--- src/rtl/axi_mem_arbiter.sv ---
// axi_mem_arbiter: arbitrates IFU reads and LSU reads/writes onto one AXI-lite
// master port, one transaction outstanding at a time.
module axi_mem_arbiter #(
  parameter int unsigned ADDR_W = 64,
  parameter int unsigned DATA_W = 64,
  parameter bit          RR_EN  = 1'b1
) (
  input  logic                  clk,
  input  logic                  reset,
  input  logic                  ifu_req_valid,
  output logic                  ifu_req_ready,
  input  logic [ADDR_W-1:0]     ifu_addr,
  output logic                  ifu_resp_valid,
  output logic [DATA_W-1:0]     ifu_rdata,
  input  logic                  lsu_req_valid,
  output logic                  lsu_req_ready,
  input  logic                  lsu_wen,
  input  logic [ADDR_W-1:0]     lsu_addr,
  input  logic [DATA_W-1:0]     lsu_wdata,
  input  logic [DATA_W/8-1:0]   lsu_wstrb,
  output logic                  lsu_resp_valid,
  output logic [DATA_W-1:0]     lsu_rdata,
  output logic                  lsu_resp_err,
  output logic                  ar_valid,
  input  logic                  ar_ready,
  output logic [ADDR_W-1:0]     araddr,
  input  logic                  r_valid,
  output logic                  r_ready,
  input  logic [DATA_W-1:0]     rdata,
  output logic                  aw_valid,
  input  logic                  aw_ready,
  output logic [ADDR_W-1:0]     awaddr,
  output logic                  w_valid,
  input  logic                  w_ready,
  output logic [DATA_W-1:0]     wdata,
  output logic [DATA_W/8-1:0]   wstrb,
  input  logic                  bvalid,
  output logic                  bready,
  input  logic [1:0]            bresp
);

  localparam int unsigned STRB_W = DATA_W / 8;

  typedef enum logic [2:0] {
    S_IDLE = 3'd0,
    S_AR   = 3'd1,
    S_R    = 3'd2,
    S_AW   = 3'd3,
    S_B    = 3'd4
  } state_t;

  state_t              state, state_nxt;
  logic                grant;       // 0 = IFU, 1 = LSU
  logic                last_grant;
  logic [ADDR_W-1:0]   addr_q;
  logic [DATA_W-1:0]   wdata_q;
  logic [STRB_W-1:0]   wstrb_q;
  logic                wen_q;
  logic                lsu_wins;
  logic                accept_ifu;
  logic                accept_lsu;

  // Winner selection: a tie goes to whoever was not granted last (or always LSU)
  always_comb begin
    lsu_wins   = lsu_req_valid & (~ifu_req_valid | ~last_grant | ~RR_EN);
    accept_lsu = (state == S_IDLE) & ~reset & lsu_wins;
    accept_ifu = (state == S_IDLE) & ~reset & ifu_req_valid & ~lsu_wins;
  end

  // State register
  always_ff @(posedge clk) begin
    if (reset) state <= S_IDLE;
    else       state <= state_nxt;
  end

  // Request latch and arbitration history
  always_ff @(posedge clk) begin
    if (reset) begin
      grant      <= 1'b0;
      last_grant <= 1'b1;
      addr_q     <= '0;
      wdata_q    <= '0;
      wstrb_q    <= '0;
      wen_q      <= 1'b0;
    end else if (accept_lsu) begin
      grant      <= 1'b1;
      last_grant <= 1'b1;
      addr_q     <= lsu_addr;
      wdata_q    <= lsu_wdata;
      wstrb_q    <= lsu_wstrb;
      wen_q      <= lsu_wen;
    end else if (accept_ifu) begin
      grant      <= 1'b0;
      last_grant <= 1'b0;
      addr_q     <= ifu_addr;
      wdata_q    <= '0;
      wstrb_q    <= '0;
      wen_q      <= 1'b0;
    end
  end

  // Next state and all handshake/response outputs; everything is forced low in reset
  always_comb begin
    state_nxt      = state;
    ifu_req_ready  = 1'b0;
    lsu_req_ready  = 1'b0;
    ifu_resp_valid = 1'b0;
    ifu_rdata      = '0;
    lsu_resp_valid = 1'b0;
    lsu_rdata      = '0;
    lsu_resp_err   = 1'b0;
    ar_valid       = 1'b0;
    araddr         = '0;
    r_ready        = 1'b0;
    aw_valid       = 1'b0;
    awaddr         = '0;
    w_valid        = 1'b0;
    wdata          = '0;
    wstrb          = '0;
    bready         = 1'b0;

    case (state)
      S_IDLE: begin
        ifu_req_ready = accept_ifu;
        lsu_req_ready = accept_lsu;
        if (accept_lsu)      state_nxt = lsu_wen ? S_AW : S_AR;
        else if (accept_ifu) state_nxt = S_AR;
      end
      S_AR: begin
        ar_valid = ~reset;
        araddr   = reset ? '0 : addr_q;
        if (ar_ready) state_nxt = S_R;
      end
      S_R: begin
        r_ready = ~reset;
        if (r_valid) begin
          state_nxt = S_IDLE;
          if (!reset) begin
            if (grant & ~wen_q) begin
              lsu_resp_valid = 1'b1;
              lsu_rdata      = rdata;
            end else begin
              ifu_resp_valid = 1'b1;
              ifu_rdata      = rdata;
            end
          end
        end
      end
      S_AW: begin
        // Address and data are offered together and retire together
        aw_valid = ~reset;
        w_valid  = ~reset;
        awaddr   = reset ? '0 : addr_q;
        wdata    = reset ? '0 : wdata_q;
        wstrb    = reset ? '0 : wstrb_q;
        if (aw_ready & w_ready) state_nxt = S_B;
      end
      S_B: begin
        bready = ~reset;
        if (bvalid) begin
          state_nxt = S_IDLE;
          if (!reset) begin
            lsu_resp_valid = 1'b1;
            lsu_resp_err   = (bresp != 2'b00);
          end
        end
      end
      default: state_nxt = S_IDLE;
    endcase
  end

endmodule

--- config.mk ---
export PLATFORM = sky130hd
export DESIGN_NAME = axi_mem_arbiter
export DESIGN_NICKNAME = d
export VERILOG_FILES = /design/src/rtl/axi_mem_arbiter.sv
export SDC_FILE = /design/constraint.sdc
export NUM_CORES = 1
export LEC_CHECK = 0
export ABC_AREA = 0
export CAP_MARGIN = 20
export CORE_AREA = 3 3 237 239
export CTS_CLUSTER_SIZE = 14
export DETAILED_ROUTE_END_ITERATION = 10
export DIE_AREA = 0 0 240 242
export GPL_ROUTABILITY_DRIVEN = 0
export PLACE_DENSITY = 0.39
export SLEW_MARGIN = 20
export SYNTH_ARGS = -nofsm -noshare
export SYNTH_HDL_FRONTEND = slang
export SYNTH_SLANG_ARGS = --single-unit
--- constraint.sdc ---
create_clock -name clk -period 2.6 [get_ports clk]
set_input_delay 0.52 -clock clk [delete_from_list [all_inputs] [get_ports clk]]
set_output_delay 0.52 -clock clk [all_outputs]
set_load 0.02 [all_outputs]
Word level (Yosys, flattened, before mapping)
Index checks and enable logic that the tools add are counted.
Widths: inputs -> output; s select.
{ "classes": {"eq_ne": 9, "n_mux": 51, "bitwise_logic": 13, "n_reduce_logical": 5} }
{ "op_table": {"columns": ["operator", "n"], "rows": [
  ["$mux 64", 17],
  ["$mux 8", 4],
  ["$mux 1", 21],
  ["$mux 3", 6],
  ["$pmux 3 s5", 1],
  ["$ne 2x2->1 const B", 4],
  ["$and 1x1->1", 7],
  ["$eq 3x2->1 const B", 2],
  ["$not 1->1", 5],
  ["$reduce_and 5->1", 1],
  ["$reduce_bool 2->1", 2],
  ["$eq 3x1->1 const B", 1],
  ["$eq 3x3->1 const B", 1],
  ["$logic_not 3->1", 1],
  ["$ne 3x3->1 const B", 1],
  ["$mux 2", 1],
  ["$pmux 1 s2", 1],
  ["$reduce_or 2->1", 1],
  ["$or 1x1->1", 1]
]} }
{ "totals": {"reg_bits": 142, "inputBits": 276, "output_inout_bits": 338, "elab_cells": 85} }

Depth between registers and ports, before layout
{ "logic_depth": {"ltp_word": 8, "mapped_depth": 7} }

Worst setup path after synthesis
No wires, ideal clock.
{ "synth_timing": {"kind": "input port to output port", "from": "input reset", "to": "output lsu_resp_err", "arrival_ns": 2.016, "slack_ns": 0.064, "stages": 4, "n_path_buf": 1, "path_cell_list": "clkbuf_1 > nor4b_1 > nand2_1 > nor2_1"} }
{ "synth_via": {"elab_chain_len": 3} }
{ "synth_lines": {"columns": ["element", "line", "text"], "rows": [
  ["start, declared", "9", "input logic reset,"],
  ["$mux 1", "162", "if (!reset) begin"],
  ["$mux 1", "160", "if (bvalid) begin"],
  ["$mux 1", "122", "case (state)"],
  ["end, declared", "23", "output logic lsu_resp_err,"]
]} }
Every way passes these cells.

Worst setup path after layout
{ "layout_timing": {"from": "register state[0]", "to": "output ifu_rdata[5]"} }
{ "layout_via": {"elab_chain_len": 2} }
{ "layout_lines": {"columns": ["element", "line", "text"], "rows": [
  ["start, declared", "52", "state_t state, state_nxt;"],
  ["start signal, assigned", "73", "else state <= state_nxt;"],
  ["$eq 3x2->1", "122", null],
  ["$mux 64", "122", null],
  ["end, declared", "14", "output logic [DATA_W-1:0] ifu_rdata,"]
]} }
Every way passes these cells.

==> out/results.env <==
MAXCAPVIOLCOUNT=0
ROUTE.FINAL.WIRE_LENGTH_MICRONS=56870
FLOORPLAN.DIE_AREA_SQ_MM=0.05808
ANT_NETS=0
YOSYSWARNINGCOUNT=0
SYNTH.AVG_CELL_AREA_SQ_UM=7.455
WORSTSETUPSTARTPOINT='state[0]'
CRITPATHKIND='reg -> out'
CRIT_PATH_MAX_FANOUT=16
SYNTH-SEQ-CELLS=142
TIMING.CRITICAL_PATH.ARRIVAL_PS=2140
CLK_PIN_SLEW_WORST_PATHS_PS=60
FINAL-INSTANCE-COUNT-EXCL-FILL=2435
DETAIL_ROUTE.VIAS_PER_CELL=4.442
WORSTSKEWPAIRLATENCY_PS=450
CLOCK_SINKS=142
PLACEMENT.IO_BUFFERS=613
FINISH.INSTANCE_AREA_SQ_MM=0.01635
SYNTH-ASYNC-RESET-RATIO=0
SYNTH-EDFF-COUNT=0
PERIOD_MINUS_SLACK_PS=2665
PLACEMENT_ROWS=85
DETAILED_PLACE.AREA_SQ_MM=0.01547
FINAL-SETUP-VIOL-COUNT=32
TOP_LEVEL_PORTS=614
FINAL_LAYOUT_SIZE_SUFFIX_GT1_FRAC=0.3135
AREA_GROWTH_FROM_SYNTHESIS_TO_FINAL_LAYOUT_PCT=94.90
SHARE_OF_THE_CLOCK_PERIOD_USED_BY_THE_WORST_PATH=1.025
WORST_SETUP_PATH_START_KIND='flip-flop'
WIRE_LENGTH_OF_THE_FIRST_GLOBAL_ROUTING_PASS_MICRONS=79410
WORST_REG2REG_PATH_STARTPOINT='state[0]'
NUMBER_OF_GLOBAL_ROUTE_VIAS_BEFORE_REPAIR=10808
POST_SYN_INSTANCES=1125
DETAILEDROUTE.FIRSTPASSITERATIONCOUNT=5
PIN_COUNT_OF_THE_BIGGEST_NET_ENTERING_GLOBAL_ROUTING=89
POWER_LEAKAGE_nW=6.782
FINISH.UTILIZATION=0.3025
VIAS=10817
YOSYSTOPAREACELLSHARE=0.3390
CHIPWIDTH_MICRONS=240
TIMING_WORST_SLEW_PIN_VALUE_PS=897.7
SYNTHDISTINCTLIBCELLS=36
DR.FIRST_ITER.DRC_COUNT=525
NUM-NETS-FINAL=1995
MAX-CLOCK-PATH-BUFFERS=2
CTS-BUFFERS-INSERTED=17
SYNTH_AREA_SQ_MM=0.008387
HTREEDEPTH=4
GLOBALROUTETOTALUTIL=0.1843
FINALHOLDVIOLATIONS=0
GRT_ANTENNA_BEFORE_REPAIR=14
GR-TOTAL-OVERFLOW=0
OUTCOME='finished, violations left'
YS_TOP_CELLS_BY_AREA='sky130_fd_sc_hd__dfxtp_1 (34%), sky130_fd_sc_hd__and2_1 (24%), sky130_fd_sc_hd__a21oi_1 (8.4%)'
SYNTH.NET_COUNT=1401
PLACEMENT.SETUP.WORST_SLACK_PS=-331.5
VIOLATIONS='setup timing'
ROUTE.DETAILED.WL_PER_INST_MICRONS=23.36
MAX_CLOCK_SKEW_PS=11.14
INITIAL_UTILIZATION=0.1552
IRDROPWORSTVDD_mV=0.3657
FINALWORSTSETUPSLACK_PS=-64.62
DP_CELLS=2349
CTS_TREE='yes'
CHIPHEIGHT_MICRONS=242
SYNTH.YOSYS.SEQ_AREA_SHARE=0.3390
SLEW-LIMIT-HEADROOM=0.4015
POWER.DENSITY_mW_PER_MM2=425.8
UNREPAIRED_SETUP_ENDPOINTS_AFTER_GLOBAL_ROUTING='true'
YOSYS.AREA.TOP_TYPE='sky130_fd_sc_hd__dfxtp_1'
YOSYS_MOST_USED_DFF='sky130_fd_sc_hd__dfxtp_1'
CTS_ROOT_BUF='sky130_fd_sc_hd__clkbuf_16'
POST_DETAILED_ROUTE_DRC_MARKER_COUNT=0
END_KIND='output port'
SLEW_VIOL_FINAL=0
WORSTHOLDSTART='wstrb_q[5]'
FMAXACHIEVABLE_GHz=0.3753
WORSTPATHREQUIRED_PS=2080
PLACEABLECOREAREA_SQ_MM=0.05403
HOLD_PATH.CLASS='reg -> reg'
PLACE_HPWL_MICRONS=38460
-- final timing paths --
path                                endpoint  slack (ps)  cells after the start
worst max register to register    addr_q[45]         210                      7
worst min register to register    wstrb_q[5]         470                      2
worst max-delay path            ifu_rdata[5]         -60                      7
worst min-delay path              wstrb_q[5]         470                      2
-- critical path: stages, from the launching register on --
cell and delay, ps:
sky130_fd_sc_hd__dfxtp_4 370, sky130_fd_sc_hd__nor4b_4 270, sky130_fd_sc_hd__buf_4 160, sky130_fd_sc_hd__nor3b_4 270, sky130_fd_sc_hd__buf_6 190, sky130_fd_sc_hd__clkbuf_16 170, sky130_fd_sc_hd__and2_1 160, sky130_fd_sc_hd__buf_6 120
-- kinds of logic (layout without fill, tap and decap cells) --
logic type / after synthesis / count (layout) / synth area share
simple gates: 490 / 490 / 0.3464
compound gates: 351 / 351 / 0.2429
flops: 142 / 142 / 0.3390
buf+inv: 142 / 749 / 0.07176
other cells: 0 / 7 / 0
-- layout make-up --
cell class / instances / area, sq um
Antenna cell: 7 / 17.52
Clock buffer: 24 / 511.7
Clock inverter: 8 / 126.4
Fill cell: 5939 / 37680
Inverter: 5 / 18.77
Multi-Input combinational cell: 841 / 5187
Sequential cell: 142 / 2851
Tap cell: 696 / 870.8
Timing Repair Buffer: 712 / 6761
-- metrics by stage --
step / TNS (ps) / hold slack, ps / total power, mW
finish: -1516 / 470.3 / 6.961
CTS: -19880 / 471.1 / 7.060
global route: -13590 / 487.5 / 7.320
floorplan: 0 / 448.9 / 3.183
global placement: -73080 / 456.4 / 4.137
detailed placement: -76030 / 461.5 / 4.146
-- report_power, final --
part / total, mW / switching, mW / internal (mW)
registers: 2.47 / 0.129 / 2.34
clock network: 2.74 / 1.07 / 1.67
logic: 1.75 / 0.896 / 0.858
total: 6.96 / 2.10 / 4.87
-- metal layers --
| layer | global-route usage | vias up | part of all wire |
|---|---|---|---|
| li1 | - | 5127 | - |
| met1 | 0.2219 | 5265 | 0.42 |
| met2 | 0.3138 | 364 | 0.48 |
| met3 | 0.06990 | 45 | 0.085 |
| met4 | 0.03430 | 16 | 0.011 |
| met5 | 0 | - | 0.0018 |
-- layout by cell type (no fill, tap or decap), types with 10 or more instances in the layout --
master	count
sky130_fd_sc_hd__clkdlybuf4s50_1	274
sky130_fd_sc_hd__a21oi_1	140
sky130_fd_sc_hd__buf_6	89
sky130_fd_sc_hd__buf_2	99
sky130_fd_sc_hd__clkbuf_2	67
sky130_fd_sc_hd__and2_1	270
sky130_fd_sc_hd__nand3_1	139
sky130_fd_sc_hd__buf_4	113
sky130_fd_sc_hd__a311oi_1	64
sky130_fd_sc_hd__clkbuf_16	24
sky130_fd_sc_hd__and2_4	58
sky130_fd_sc_hd__buf_12	26
sky130_fd_sc_hd__clkbuf_4	10
sky130_fd_sc_hd__o21ai_0	137
sky130_fd_sc_hd__dfxtp_1	139
sky130_fd_sc_hd__buf_16	12
-- sequential cells by signal, indices dropped and copies added, names as in the netlist --
signal and cells:
state 3, wstrb_q 8, addr_q 64, wdata_q 64, last_grant 1, grant 1
wen_q 1
-- synth_stat cells (2+ instances only) --
cell type,number
sky130_fd_sc_hd__clkbuf_1,102
sky130_fd_sc_hd__buf_6,4
sky130_fd_sc_hd__inv_1,5
sky130_fd_sc_hd__nand2b_1,3
sky130_fd_sc_hd__o21ai_0,137
sky130_fd_sc_hd__nor2_1,8
sky130_fd_sc_hd__buf_1,2
sky130_fd_sc_hd__nand3_1,139
sky130_fd_sc_hd__and2_1,328
sky130_fd_sc_hd__dfxtp_1,142
sky130_fd_sc_hd__a311oi_1,64
sky130_fd_sc_hd__a21oi_1,140
sky130_fd_sc_hd__nor2b_1,2
sky130_fd_sc_hd__buf_2,27
-- timing repair --
item,in CTS,in global routing
gates resized for setup,1071,488
setup buffers,23,7
hold buffers,0,0
cloned,12,8
endpoints found under the setup margin,328,318
pin swaps,5,24
Power figures use the tool's default switching activity.
==> RTL edit, RTL diff (same settings) <==
Set the parameter `RR_EN` to 1'b0 (it was 1'b1).
--- a/src/rtl/axi_mem_arbiter.sv
+++ b/src/rtl/axi_mem_arbiter.sv
@@ -4,5 +4,5 @@
   parameter int unsigned ADDR_W = 64,
   parameter int unsigned DATA_W = 64,
-  parameter bit          RR_EN  = 1'b1
+  parameter bit          RR_EN  = 1'b0
 ) (
   input  logic                  clk,
Check against the original RTL: not equivalent (a bounded check fails within 4 cycles, from zero or initial values and one cycle with reset high).
==> RTL edit against the original RTL <==
  * The run still ends with setup timing left
  * Setup slack got worse by 130 ps
  * Sequential cell count is 1 lower
  * Wire length decreased by 7.0%
  * Core utilization up 2.1 points
  * Design area increased by 7.0%
  * Area after synthesis is 7.5% lower
  * Global-route usage down 1.4 points
  * Clock skew down 1.0 ps
  * Power increased by 7.5%
  * Critical path type unchanged
  * Critical endpoint is now lsu_rdata[0]
  * Largest cell class unchanged
  * Highest routed layer unchanged
==> RTL edit: results (changes against the original RTL) <==
Setup ws final: -195 ps (-130 ps)
Synth cell types: 34 (-5.6%)
Setup violations, final: 245 (+670%)
Signal inverters: 4 (-1)
Clock network area share: 0.0354 (-0.00362)
Routed wl met2: 25800 microns (-5.8%)
1st-pass router iterations: 4 (-1)
Avg WL per Cell: 22.1 microns (-5.6%)
Crit path largest cell delay: 340 ps (-30 ps)
Clock skew: 10.1 ps (-0.999 ps)
WL met1: 21900 microns (-8.7%)
Clock buffer cells: 22 (-8.3%)
Sequential element share of the synthesized area: 0.364 (+0.0249)
Buffering overhead: 0.464 (+0.0501)
Lkg Pwr: 7.55 nW (+11%)
Fill cells: 5701 (-4.0%)
Most frequent cells after synthesis: 328 x and2_1, 142 x nor2_1, 141 x dfxtp_1, 132 x nand2_1, 74 x a22oi_1
Resized Gates After CTS: 1418 (+32%)
Status: finished with violations
Placed cell areas: 14900 sq um (-3.6%)
Worst setup path start: state[2]$_SDFFE_PP0P_
Area of the multi-input gates: 5020 sq um (-3.1%)
Hold endpoint: state[0]$_SDFFE_PP0P_
# diodes: 6 (-1)
Compound-Gate Fraction of Synth Area: 0.159 (-0.0843)
Violated checks: setup timing
Slew Limit Headroom: 0.353 (-0.0485)
Met1 Use GR: 0.201 (-0.0213)
Critical path peak fanout: 6 (-10)
Crit path max-delay cell type: dfxtp_2
Seq/total area: 0.162 (-0.0127)
Sink Count: 141 (-0.70%)
Signal buffers: 754 (+5.9%)
Reg-to-reg slack, setup: 290 ps (+80 ps)
Setup TNS: -17940 ps (-16420 ps)
Hold depth: 4 (+2)
Mapped Nets: 1285 (-8.3%)
GRT met3 Usage: 0.0636 (-0.00626)
All-Layer GR Usage: 0.170 (-0.0143)
Number of global-route vias before repair: 9668 (-11%)
Max VDD drop: 0.397 mV (+8.5%)
Reg2reg end: addr_q[0]$_SDFFE_PP0P_
Multi-input gates: 765 (-9.0%)
-- RTL edit: cell count changes after synthesis, sizes merged, moves of 2 or more --
| cell | delta |
|---|---|
| a22oi | +74 |
| a21oi | -136 |
| clkbuf | -44 |
| buf | +6 |
| nor2 | +133 |
| nor2b | -2 |
| nand3 | -138 |
| o21ai | -137 |
| nand2 | +131 |
-- RTL edit: through the flow --
stage               std cells  setup WS (ps)  utilization  hold WS, ps  power, mW
CTS                      2360           -327        0.291          399       7.44
global placement         2271           -382        0.276          469       4.49
finish                   2397           -195        0.324          456       7.48
global route             2392           -301        0.323          445       7.89
floorplan                1009            223            -          457       3.45
detailed placement       2271           -394        0.276          478       4.50
-- RTL edit: where the power goes --
part | internal [mW] | leakage [nW] | switching [mW]
registers | 2.40 | 1.16 | 0.183
clock network | 1.60 | 0.294 | 1.07
logic | 1.19 | 6.10 | 1.04
total | 5.19 | 7.55 | 2.29
